**src/rtl/switch_debounce_multi.sv**
```systemverilog
`timescale 1ns/1ps
// Multi-channel switch debouncer: two-flop synchroniser, per-channel stability
// counter, registered rise/fall strobes and a combined change flag.
module switch_debounce_multi #(
  parameter int N_CH          = 4,
  parameter int STABLE_CYCLES = 250000,
  parameter bit RST_LEVEL     = 1'b0,
  parameter int CNT_W         = $clog2(STABLE_CYCLES)
) (
  input  logic            clk,
  input  logic            rst,
  input  logic [N_CH-1:0] i_switch,
  output logic [N_CH-1:0] o_switch,
  output logic [N_CH-1:0] o_rise,
  output logic [N_CH-1:0] o_fall,
  output logic            o_changed
);

  localparam logic [CNT_W-1:0] CNT_MAX = CNT_W'(STABLE_CYCLES - 1);

  logic [N_CH-1:0]  s1_q, s2_q;
  logic [N_CH-1:0]  sw_q, sw_d;
  logic [N_CH-1:0]  rise_q, rise_d;
  logic [N_CH-1:0]  fall_q, fall_d;
  logic             chg_q, chg_d;
  logic [CNT_W-1:0] cnt_q [N_CH];
  logic [CNT_W-1:0] cnt_d [N_CH];

  // Any cycle back at the accepted level discards all accumulated progress.
  always_comb begin
    sw_d   = sw_q;
    rise_d = '0;
    fall_d = '0;
    for (int n = 0; n < N_CH; n++) begin
      cnt_d[n] = cnt_q[n];
      if (s2_q[n] == sw_q[n]) begin
        cnt_d[n] = '0;
      end else if (cnt_q[n] == CNT_MAX) begin
        cnt_d[n]  = '0;
        sw_d[n]   = s2_q[n];
        rise_d[n] = s2_q[n];
        fall_d[n] = ~s2_q[n];
      end else begin
        cnt_d[n] = cnt_q[n] + CNT_W'(1);
      end
    end
    chg_d = |{rise_d, fall_d};
  end

  always_ff @(posedge clk) begin
    if (rst) begin
      s1_q   <= {N_CH{RST_LEVEL}};
      s2_q   <= {N_CH{RST_LEVEL}};
      sw_q   <= {N_CH{RST_LEVEL}};
      rise_q <= '0;
      fall_q <= '0;
      chg_q  <= 1'b0;
      for (int n = 0; n < N_CH; n++) cnt_q[n] <= '0;
    end else begin
      s1_q   <= i_switch;
      s2_q   <= s1_q;
      sw_q   <= sw_d;
      rise_q <= rise_d;
      fall_q <= fall_d;
      chg_q  <= chg_d;
      for (int n = 0; n < N_CH; n++) cnt_q[n] <= cnt_d[n];
    end
  end

  assign o_switch  = sw_q;
  assign o_rise    = rise_q;
  assign o_fall    = fall_q;
  assign o_changed = chg_q;

endmodule

```
**config.mk**
```make
export PLATFORM = sky130hd
export DESIGN_NAME = switch_debounce_multi
export DESIGN_NICKNAME = d
export VERILOG_FILES = /design/src/rtl/switch_debounce_multi.sv
export SDC_FILE = /design/constraint.sdc
export NUM_CORES = 1
export LEC_CHECK = 0
export BUFFER_PORTS_ARGS = -buffer_cell sky130_fd_sc_hd__buf_4
export CAP_MARGIN = 20
export CELL_PAD_IN_SITES_DETAIL_PLACEMENT = 1
export CELL_PAD_IN_SITES_GLOBAL_PLACEMENT = 1
export CORE_MARGIN = 10
export CORE_UTILIZATION = 50
export CTS_CLUSTER_DIAMETER = 120
export DETAILED_ROUTE_END_ITERATION = 7
export PLACE_DENSITY = 0.87
export REMOVE_ABC_BUFFERS = 1
export SKIP_CTS_REPAIR_TIMING = 1
export SLEW_MARGIN = 20
export SYNTH_ARGS = -nofsm -noshare
export SYNTH_HDL_FRONTEND = slang
export SYNTH_SLANG_ARGS = --single-unit
export TNS_END_PERCENT = 30
```
**constraint.sdc**
```tcl
create_clock -name clk -period 5.9 [get_ports clk]
set_input_delay 0.295 -clock clk [delete_from_list [all_inputs] [get_ports clk]]
set_output_delay 0.295 -clock clk [all_outputs]
set_load 0.01 [all_outputs]
```
After elaboration in Yosys (flattened, before gate mapping)
Memory sizes are Yosys's and may differ from the RTL's.
Cells that the tools add are included.
{"block": "classes", "n_eq_ne": 8, "muxes": 31, "reduce_logical": 5, "n_addsub": 4, "bitwise_logic": 12}
{"operator": "$mux W18", "count": 12}
{"operator": "$add A18 B1 Y18 const B", "count": 4}
{"operator": "$eq A18 B18 Y1 const B", "count": 4}
{"operator": "$mux W1", "count": 19}
{"operator": "$not A1 Y1", "count": 8}
{"operator": "$reduce_and A2 Y1", "count": 4}
{"operator": "$reduce_or A8 Y1", "count": 1}
{"operator": "$eq A1 B1 Y1", "count": 4}
{"operator": "$or A1 B1 Y1", "count": 4}
{"block": "totals", "mem_count": 1, "inputBits": 6, "wordCells": 70, "reg_bits": 21, "ramBits": 72}
{"name": "cnt_q", "depth": 4, "word_bits": 18, "read_ports": 4, "rd_clocked_by_memory_dff": 0, "wr": 4, "line_no": "26", "rtl": "logic [CNT_W-1:0] cnt_q [N_CH];"}

Longest topological paths before layout
{"block": "logic_depth", "word_depth": 4, "mapped_depth": 7, "ltp_nobuf": 5}

Least setup slack after synthesis
Ideal clock, no wire load.
{"block": "synth_timing", "path_kind": "reg-to-reg", "from": "mem cnt_q[2][11] (netlist bit)", "to": "mem cnt_q[2][11] (netlist bit)", "setup_time_ns": 0.115, "synth_period_minus_slack_ns": 1.979, "t_arrival_ns": 1.864, "path_stages_with_launch": 6, "required_time_ns": 5.785, "path_slack_ns": 3.921, "cell_sequence": "dfxtp_1 -> or4_1 -> or4_4 -> o21ai_2 -> buf_6 -> nor2_1"}
{"element": "from (decl)", "line_no": "26"}

==> summary.txt <==
Power
  – Reg power frac: 0.619
  – Clock power share: 0.367
  – Combinational Power Share: 0.014
  – Net Sw Power: ~0.00023 W
  – Sw frac: 0.2229
  – Internal power: approximately 0.0008 W
  – Pwr per Cell Area: about 230 nW/um^2
  – VDD IR max: roughly 130 uV
  – P_leak: 1.333 nW

Final layout
  – Antenna diodes: 0
  – Area growth from synthesis to layout: 9.006%
  – Commonest non-fill, non-tap cells in the layout: dfxtp_1 (93), nor2_1 (56), nand3_1 (28)
  – Fillers: about 930
  – Most common cell after layout, fill and taps aside: dfxtp_1
  – Final core utilization: 0.5615
  – Layout cell share with drive strength beyond 1: 0.09914
  – Total Nets Final: between 400 and 500

Clocking
  – CTS Buffer Depth: 2
  – Reg clk slew, reported paths: around 0.08 ns
  – CTS Buf Count: 9
  – CTS sink cnt: between 90 and 100
  – CTS tree: yes
  – Root Buffer: clkbuf_8
  – Worst skew pair latency: 0.36 ns
  – H-tree levels: 3

Worst setup path
  – CP max FO: 17
  – Crit path required time: roughly 6.1 ns
  – Arrival @ worst endpoint: ~2.6 ns
  – Crit path capture type: flop
  – Crit path capture: cnt_q[2][4]
  – Crit Path Class: flop to flop
  – CP max stage delay: about 0.57 ns
  – Worst reg2reg endpoint: cnt_q[2][4]
  – Crit path launch: cnt_q[2][10]
  – Slowest CP cell: or4_1
  – Cells along the critical path: or4_1 -> or4_4 -> o21ai_2 -> nor2_1
  – Worst r2r src: cnt_q[2][10]
  – R2R depth: 4
  – Reg2reg setup slack: between 3 and 4 ns
  – Worst setup SP type: flop

Placement
  – Final Wtd Congestion: roughly 0.82
  – Port bufs: 18
  – Post-DP HPWL: approximately 6.7 mm

Route
  – # DRC: 0
  – DR vias/cell: 5.804
  – Via count: 3,285
  – Initial DRC Count: 91
  – Pre-antenna DRT Iters: 4
  – Detailed Route WL: around 9.3 mm
  – Routed len/inst: ~16 um
  – Remaining antenna violation count: 0

Global routing
  – First-pass GRT wire length: 15.98 mm
  – Total congestion overflow: 0
  – Initial antenna violation count: 0
  – GRT Util Overall: 0.1645
  – Largest net degree at the start of global routing: 28
  – Vias in the first global route: roughly 3.3k

STA
  – Worst slew margin: 0.5362
  – Final hold violation count: 0
  – Max Clock Freq: between 0.4 and 0.5 GHz
  – Clock skew: roughly 0.0085 ns
  – Min cycle time layout: 2.342 ns
  – RSZ-0062 raised after global routing: no
  – Period utilization: 0.3969
  – Setup-failing EPs final: 0
  – Max Slew Vio Count: 0
  – Setup TNS: 0 ns
  – Slew @ Worst Pin: between 0.6 and 0.7 ns

Yosys
  – Async SR Flop Fraction: 0
  – Post-synth EDFFs: 0
  – Synth Warn #: 0
  – Main synth FF type: dfxtp_1
  – Sequential-to-total area share from yosys stat: 0.4653
  – Post-Syn Instances: approximately 450
  – Yosys reg bits: a little over 90
  – Syn_area_per_cell: about 9 um^2
  – Mapped cell area: 4001 um^2
  – Synth cell types: 41

Floorplanning
  – Die span in y: approximately 110 um
  – CORE AREA: roughly 7800 um^2
  – Starting density of the core: 0.5151
  – Die area: around 12,000 um^2
  – Ports: 19
  – Die Span X: between 100 and 150 um
  – # rows: 32

Flow run
  – Max-Cap Viols: 0

Status
  – Status: completed

Min path
  – Hold WC Path Type: input port to flop
==> cell usage after synthesis (2+ instances only) <==
| cell type | count | area, um^2 |
|---|---|---|
| a21oi_1 | 24 | 120.1 |
| and2_1 | 2 | 12.51 |
| and3_1 | 13 | 81.33 |
| and4_1 | 5 | 43.79 |
| buf_2 | 2 | 10.01 |
| buf_4 | 2 | 15.01 |
| buf_6 | 2 | 22.52 |
| clkbuf_1 | 6 | 22.52 |
| dfxtp_1 | 93 | 1862 |
| ha_1 | 4 | 50.05 |
| inv_1 | 9 | 33.78 |
| nand2_1 | 26 | 97.59 |
| nand3_1 | 28 | 140.1 |
| nand4_1 | 17 | 106.4 |
| nand4b_1 | 4 | 35.03 |
| nor2_1 | 56 | 210.2 |
| nor2b_1 | 10 | 62.56 |
| nor3_1 | 9 | 45.04 |
| nor4_1 | 8 | 50.05 |
| nor4b_1 | 10 | 87.58 |
| o21ai_0 | 14 | 70.07 |
| o21ai_1 | 2 | 10.01 |
| o31ai_1 | 8 | 60.06 |
| or2_2 | 3 | 18.77 |
| or3_1 | 14 | 87.58 |
| or4_1 | 13 | 97.59 |
| xnor2_1 | 27 | 236.5 |
| xor2_1 | 21 | 183.9 |
==> power by group through the flow <==
| stage | clock network [W] | registers, W | logic, W |
|---|---|---|---|
| 6_report | 0.000376 | 0.000633 | 0.0000141 |
| 4_1_cts | 0.000383 | 0.000633 | 0.0000142 |
| 2_1_floorplan | 0 | 0.000647 | 0.00000685 |
| 5_1_grt | 0.000417 | 0.000634 | 0.0000159 |
| 3_5_place_dp | 0 | 0.000648 | 0.0000141 |
| 3_3_place_gp | 0 | 0.000648 | 0.0000135 |
==> per-stage QoR <==
| stage | cell area, um^2 | total power [W] | hold WS [ns] | setup slack, ns | cells |
|---|---|---|---|---|---|
| 2_1_floorplan | 3928 | 0.0006537 | 0.3583 | 3.881 | 432 |
| 3_3_place_gp | 4190 | 0.0006611 | 0.4253 | 3.628 | 552 |
| 3_5_place_dp | 4190 | 0.0006621 | 0.4372 | 3.491 | 552 |
| 4_1_cts | 4354 | 0.001031 | 0.1388 | 3.457 | 566 |
| 5_1_grt | 4362 | 0.001067 | 0.1386 | 3.455 | 566 |
| 6_report | 4362 | 0.001023 | 0.1462 | 3.558 | 566 |
==> layer usage <==
metal / vias up / global-route usage / share of wire
li1: 1621 / - / -
met2: 39 / 0.2807 / 0.50
met4: 0 / 0.06599 / 0.018
met1: 1611 / 0.1980 / 0.45
met3: 14 / 0.03394 / 0.031
met5: - / 0 / 0
==> critical path: cells and delay by family (launching register included) <==
kind / cells / cell delay (ns)
compound gates: 1 / 0.56
flops: 1 / 0.36
simple gates: 3 / 1.27
==> logic make-up after synthesis <==
family / Yosys count / share of synthesized area
flops: 93 / 0.4653
compound gates: 52 / 0.07568
fa+ha+maj: 4 / 0.01251
simple gates: 226 / 0.3146
xor+xnor: 48 / 0.1051
buf+inv: 22 / 0.02689
==> sequential cells by signal, summed over array words and instances, names as in the netlist <==
signal,cells
o_switch,4
o_changed,1
s2_q,4
o_fall,4
cnt_q,72
o_rise,4
s1_q,4
==> cell type report <==
class                   count  area, um^2  area share
repair buffers             18       135.1     0.03098
inverters                   9       33.78    0.007745
multi-input cells         330        2039      0.4676
clock inverters             4       26.28    0.006024
flip-flops and latches     93        1862      0.4269
well taps                 102       127.6     0.02926
clock buffers              10       137.6     0.03155
==> how the worst min path moves through the flow <==
stage | from | end | slack, ns | depth (start not counted)
floorplan | rst | o_changed | 0.36 | 1
global placement | s1_q[3] | s2_q[3] | 0.43 | 1
detailed placement | s1_q[3] | s2_q[3] | 0.44 | 1
CTS | i_switch[2] | s1_q[2] | 0.14 | 2
global route | i_switch[2] | s1_q[2] | 0.14 | 2
finish | i_switch[2] | s1_q[2] | 0.15 | 2
(Power assumes the default switching activity.)
